[src/rtl/ctrl_mc_fsm.sv]
// ctrl_mc_fsm: multi-cycle FETCH/DEC/EXEC/MEM control sequencer for the 16-bit WISC core.
// Decoded controls are registered in DEC and only exposed while in EXEC or MEM.
module ctrl_mc_fsm #(
    parameter int ALU_W      = 5,
    parameter int MULTICYCLE = 1,
    parameter int MEM_TO     = 15,
    parameter int CNT_W      = 16
) (
    input  logic             clk,
    input  logic             rst,
    input  logic             instr_valid,
    input  logic [4:0]       instr_op,
    output logic             instr_rdy,
    input  logic             Zflag,
    input  logic             Sflag,
    input  logic             mem_done,
    output logic             RegWrite,
    output logic             PcSel,
    output logic             Pc2Reg,
    output logic             MemEnable,
    output logic             MemWr,
    output logic             Val2Reg,
    output logic             ALUSel,
    output logic [2:0]       ImmSel,
    output logic [1:0]       LinkReg,
    output logic [ALU_W-1:0] ALUcntrl,
    output logic             PcWrite,
    output logic             Halt,
    output logic             err,
    output logic [CNT_W-1:0] retired
);
    localparam int TW = $clog2(MEM_TO + 1);

    typedef enum logic [2:0] {FETCH, DEC, EXEC, MEM, HALTED} state_t;

    typedef struct packed {
        logic             rw;
        logic             jmp;
        logic             br;
        logic             pc2reg;
        logic             alusel;
        logic             val2reg;
        logic             ld;
        logic             wr;
        logic             mem;
        logic             halt;
        logic [2:0]       imm;
        logic [1:0]       link;
        logic [ALU_W-1:0] alu;
    } ctl_t;

    function automatic ctl_t decode(input logic [4:0] op);
        ctl_t c;
        c = '0;
        c.alu = ALU_W'(op);
        casez (op)
            5'b00000: c.halt = 1'b1;
            5'b001??: begin
                c.jmp    = 1'b1;
                c.alusel = 1'b1;
                c.alu    = ALU_W'(5'b01000);
                c.imm    = op[0] ? 3'b101 : 3'b110;
                c.rw     = op[1];
                c.pc2reg = op[1];
                c.link   = op[1] ? 2'b11 : 2'b00;
            end
            5'b010??, 5'b101??: begin
                c.rw     = 1'b1;
                c.alusel = 1'b1;
                c.link   = 2'b01;
                c.imm    = op[1] ? 3'b000 : 3'b100;
            end
            5'b011??: begin
                c.br  = 1'b1;
                c.imm = 3'b101;
            end
            5'b10000, 5'b10001, 5'b10011: begin
                c.mem     = 1'b1;
                c.alusel  = 1'b1;
                c.alu     = ALU_W'(5'b01000);
                c.imm     = 3'b100;
                c.ld      = ~op[1] & op[0];
                c.wr      = ~(~op[1] & op[0]);
                c.val2reg = ~op[1] & op[0];
                c.rw      = op[0];
                c.link    = op[1] ? 2'b10 : {1'b0, op[0]};
            end
            5'b10010, 5'b11000: begin
                c.rw     = 1'b1;
                c.alusel = 1'b1;
                c.link   = 2'b10;
                c.imm    = op[3] ? 3'b101 : 3'b001;
            end
            5'b11001, 5'b1101?, 5'b111??: c.rw = 1'b1;
            default: ;
        endcase
        return c;
    endfunction

    state_t           state_q, state_d;
    logic             rdy_q, rdy_d;
    logic [4:0]       op_q, op_d;
    ctl_t             ctl_q, ctl_d;
    logic [TW-1:0]    cnt_q, cnt_d;
    logic             err_q, err_d;
    logic [CNT_W-1:0] retired_q, retired_d;

    logic ex, mm, act, done, timeout, cond;

    assign ex      = state_q == EXEC;
    assign mm      = state_q == MEM;
    assign act     = ex | mm;
    assign done    = (MULTICYCLE == 0) | mem_done;
    assign timeout = cnt_q == TW'(MEM_TO - 1);
    // op[0] inverts the flag; op[1] picks sign over zero
    assign cond    = (op_q[1] ? Sflag : Zflag) ^ op_q[0];

    always_ff @(posedge clk or posedge rst) begin
        if (rst) begin
            state_q   <= FETCH;
            rdy_q     <= 1'b0;
            op_q      <= '0;
            ctl_q     <= '0;
            cnt_q     <= '0;
            err_q     <= 1'b0;
            retired_q <= '0;
        end else begin
            state_q   <= state_d;
            rdy_q     <= rdy_d;
            op_q      <= op_d;
            ctl_q     <= ctl_d;
            cnt_q     <= cnt_d;
            err_q     <= err_d;
            retired_q <= retired_d;
        end
    end

    always_comb begin
        state_d   = state_q;
        op_d      = op_q;
        ctl_d     = ctl_q;
        cnt_d     = cnt_q;
        err_d     = err_q;
        retired_d = retired_q + CNT_W'(PcWrite);
        case (state_q)
            FETCH: if (rdy_q && instr_valid) begin
                op_d    = instr_op;
                state_d = DEC;
            end
            DEC: begin
                ctl_d   = decode(op_q);
                state_d = EXEC;
            end
            EXEC: begin
                cnt_d   = '0;
                state_d = ctl_q.halt ? HALTED : ctl_q.mem ? MEM : FETCH;
            end
            MEM: begin
                cnt_d = cnt_q + TW'(1);
                if (done) state_d = FETCH;
                else if (timeout) begin
                    state_d = HALTED;
                    err_d   = 1'b1;
                end
            end
            default: ;
        endcase
        rdy_d = state_d == FETCH;
    end

    always_comb begin
        instr_rdy = rdy_q;
        RegWrite  = ctl_q.rw & ((ex & ~ctl_q.mem) | (mm & done));
        PcSel     = ex & (ctl_q.jmp | (ctl_q.br & cond));
        Pc2Reg    = ex & ctl_q.pc2reg;
        MemEnable = mm & ctl_q.ld;
        MemWr     = mm & ctl_q.wr;
        Val2Reg   = mm & done & ctl_q.val2reg;
        ALUSel    = act & ctl_q.alusel;
        ImmSel    = act ? ctl_q.imm : 3'b000;
        LinkReg   = act ? ctl_q.link : 2'b00;
        ALUcntrl  = act ? ctl_q.alu : '0;
        PcWrite   = (ex & ~ctl_q.mem & ~ctl_q.halt) | (mm & done);
        Halt      = state_q == HALTED;
        err       = err_q;
        retired   = retired_q;
    end
endmodule

[config.mk]
export PLATFORM = sky130hd
export DESIGN_NAME = ctrl_mc_fsm
export DESIGN_NICKNAME = d
export VERILOG_FILES = /design/src/rtl/ctrl_mc_fsm.sv
export SDC_FILE = /design/constraint.sdc
export NUM_CORES = 1
export LEC_CHECK = 0
export ABC_AREA = 1
export CAP_MARGIN = 25
export CORE_MARGIN = 1.5
export CORE_UTILIZATION = 35
export DETAILED_ROUTE_END_ITERATION = 8
export GPL_ROUTABILITY_DRIVEN = 0
export PLACE_DENSITY = 0.7
export SYNTH_ARGS = -nofsm -noshare
export SYNTH_HDL_FRONTEND = slang
export SYNTH_SLANG_ARGS = --single-unit
[constraint.sdc]
create_clock -name clk -period 5.7 [get_ports clk]
set_input_delay 1.14 -clock clk [delete_from_list [all_inputs] [get_ports clk]]
set_output_delay 1.14 -clock clk [all_outputs]
set_load 0.01 [all_outputs]
==> flow_metrics.tcl <==
set metrics [dict create \
    worst-path-buf-inv 3 \
    antenna_found_initial 0 \
    fmax_mhz 263 \
    start_util_pct 36.0 \
    grt_usage_pct 14.7 \
    vias 2062 \
    ir_drop_uv 178 \
    path_clk_slew_ns 0.09 \
    rows 30 \
    cts.htree.levels 2 \
    leakagePower_nw 1.45 \
    fillers 654 \
    arrival_ns 2.66 \
    viasPerCell 4.90 \
    cts.root.buffer_cell "clkbuf_8" \
    skew_ns 0.00635 \
    die_h_um 86.1 \
    drc_errors 0 \
    setup_viol 0 \
    worst_slew_pin_slew_ns 0.430 \
    cpPeakStageDelay_ns 0.56 \
    drv_slew 0 \
    portBuffers 47 \
    crit_path_frequent_cell "clkdlybuf4s50_1" \
    cts_tree "done" \
    hold_buffers 0 \
    p_sw_uw 508 \
    grt_first_pass_wirelength_um 8660 \
    io_pins 48 \
    finalHoldViolCount 0 \
    comb_power_share_pct 40.5 \
    cts_resized 0 \
    utilization_pct 45.5 \
    maxCapViolCount 0 \
    period_minus_slack_ns 3.80 \
    clock_latency_ns 0.30 \
    grt_max_degree 50 \
    synth_fp_nets 307 \
    first_iter_violations 186 \
    area_delta_synth_final_pct 26.5 \
    drive_gt1_share_pct 6.45 \
    dieArea_um2 7410 \
    grt_pass1_vias 1977 \
    seq_area_frac_synth_pct 50.8 \
    synth.distinct_cells 26 \
    worstSetupPathType "input pin to output pin" \
    seqPwrFrac_pct 42.7 \
    clk_path_buf_depth 2 \
    holdWs_ns 0.473 \
    crit_fanout 2 \
    cp_top_family "buffers and inverters" \
    dpl.hpwl_um 3840 \
    total_power_mw 1.27 \
    die_width_um 86.1 \
    netlist_instances 292 \
    postCtsSetupBuffers 0 \
    cp-start-kind "input pin" \
    p_sw_share_pct 40.0 \
    p_clk_share_pct 16.8 \
    finalSetupTns_ns 0 \
    register_area_um2 1230 \
    rsz0062_at_grt "no" \
    grt.overflow.total 0 \
    setup.worst_path.end_class "output pin" \
    numCtsBuffers 5 \
    p_int_uw 764 \
    wl_um 5120 \
    power.density_nw_per_um2 416 \
    diodes 0 \
    core_um2 6720 \
    slew_headroom_pct 71.2 \
    ys_seq_elements 49 \
    status "completed" \
    crit_path_cell_trace "clkdlybuf4s50_1, inv_1, o211ai_1, nand3_1, a21oi_1, clkdlybuf4s50_1" \
    period_share_pct 66.6 \
    slowest_stage "clkdlybuf4s50_1" \
    final_area_um2 3060 \
    hold_class "flop to flop" \
    synth.avg_cell_area_um2 8.27 \
    dr.pass1.iters 5 \
    yosysWarningCount 0 \
    final_antenna_net_count 0 \
    clock-sinks 49 \
    final_nets 355 \
    multiInputGateArea_um2 981 \
    syn-cell-area_um2 2420 \
    wl_per_cell_um 12.2 \
    dpl_cell_area_um2 2940 \
    worstPathRequired_ns 4.56 \
]
layout make-up:
type | count | area share (%)
Timing Repair Buffer | 48 | 16.1
Clock buffer | 6 | 2.70
Tap cell | 80 | 3.28
Sequential cell | 49 | 40.1
Multi-Input combinational cell | 193 | 32.1
Inverter | 43 | 5.28
Clock inverter | 2 | 0.450
per-layer routing:
metal | share of wire (%) | GRT usage, % | vias to the layer above
li1 | - | - | 1022
met1 | 46 | 18.7 | 967
met2 | 48 | 24.6 | 67
met3 | 5.1 | 3.95 | 6
met4 | 0.63 | 3.96 | 0
met5 | 0 | 0 | -
cells in the mapped netlist:
library cell,instances,share of area (%)
nand2_1,57,8.9
dfrtp_1,49,51
inv_1,41,6.4
nor2_1,40,6.2
o21ai_0,19,3.9
nand3_1,14,2.9
a21oi_1,11,2.3
nand4_1,8,2.1
xor2_1,7,2.5
xnor2_1,6,2.2
buf_2,5,1.0
nor2_2,5,1.3
o22ai_1,5,1.3
ha_1,4,2.1
nor3_1,4,0.83
nand3b_1,3,0.93
buf_6,2,0.93
inv_2,2,0.31
o211ai_1,2,0.62
o21ai_1,2,0.41
a21oi_2,1,0.36
nand2_2,1,0.26
nand2_4,1,0.47
o22ai_2,1,0.52
o31ai_1,1,0.31
or2_2,1,0.26
per-stage QoR:
| stage | worst slack, ns | cells |
|---|---|---|
| 2_1_floorplan | 2.93 | 292 |
| 3_3_place_gp | 1.91 | 412 |
| 3_5_place_dp | 1.89 | 412 |
| 4_1_cts | 1.89 | 420 |
| 5_1_grt | 1.82 | 421 |
| 6_report | 1.90 | 421 |
worst paths after layout:
path | startpoint | endpoint | slack [ns] | cells after the start
min reg2reg | err | err | 0.47 | 1
min in group asynchronous | rst | retired[0] | 1.05 | 2
min | err | err | 0.47 | 1
max in group asynchronous | rst | instr_rdy | 4.19 | 3
max reg2reg | state_q[2] | retired[15] | 3.16 | 13
max | Sflag | PcSel | 1.90 | 6
state kept, by name, summed over array words and instances, names as in the netlist:
| register | flops |
|---|---|
| op_q | 5 |
| retired | 16 |
| instr_rdy | 1 |
| state_q | 3 |
| err | 1 |
| cnt_q | 4 |
| ctl_q | 19 |
logic make-up after synthesis:
group / count (synthesis) / synth area share, %
AOI/OAI and AO/OA: 42 / 9.74
xor gates and xnor gates: 13 / 4.71
DFF: 49 / 50.8
buffers and inverters: 50 / 8.65
adders and majority gates: 4 / 2.07
and+or+nand+nor: 134 / 24.1
power groups by stage:
| stage | sequential [mW] | clock (mW) | combinational, mW |
|---|---|---|---|
| after floorplan | 0.533 | 0 | 0.359 |
| after global placement | 0.548 | 0 | 0.505 |
| after detailed placement | 0.550 | 0 | 0.515 |
| after CTS | 0.543 | 0.221 | 0.518 |
| after global routing | 0.561 | 0.236 | 0.580 |
| final | 0.543 | 0.214 | 0.514 |
cells in the final DEF (no fill, tap or decap), drive strengths merged:
cell type and n:
nand2 59, dfrtp 49, clkdlybuf4s50 47, nor2 45
inv 43, o21ai 21, nand3 14, a21oi 12
nand4 8, xor2 7, xnor2 6, clkbuf 6
o22ai 6, nor3 4, ha 4, nand3b 3
o211ai 2, clkinv 2, or2 1, o31ai 1
buf 1
No activity file was read; power rests on OpenSTA's default activity.
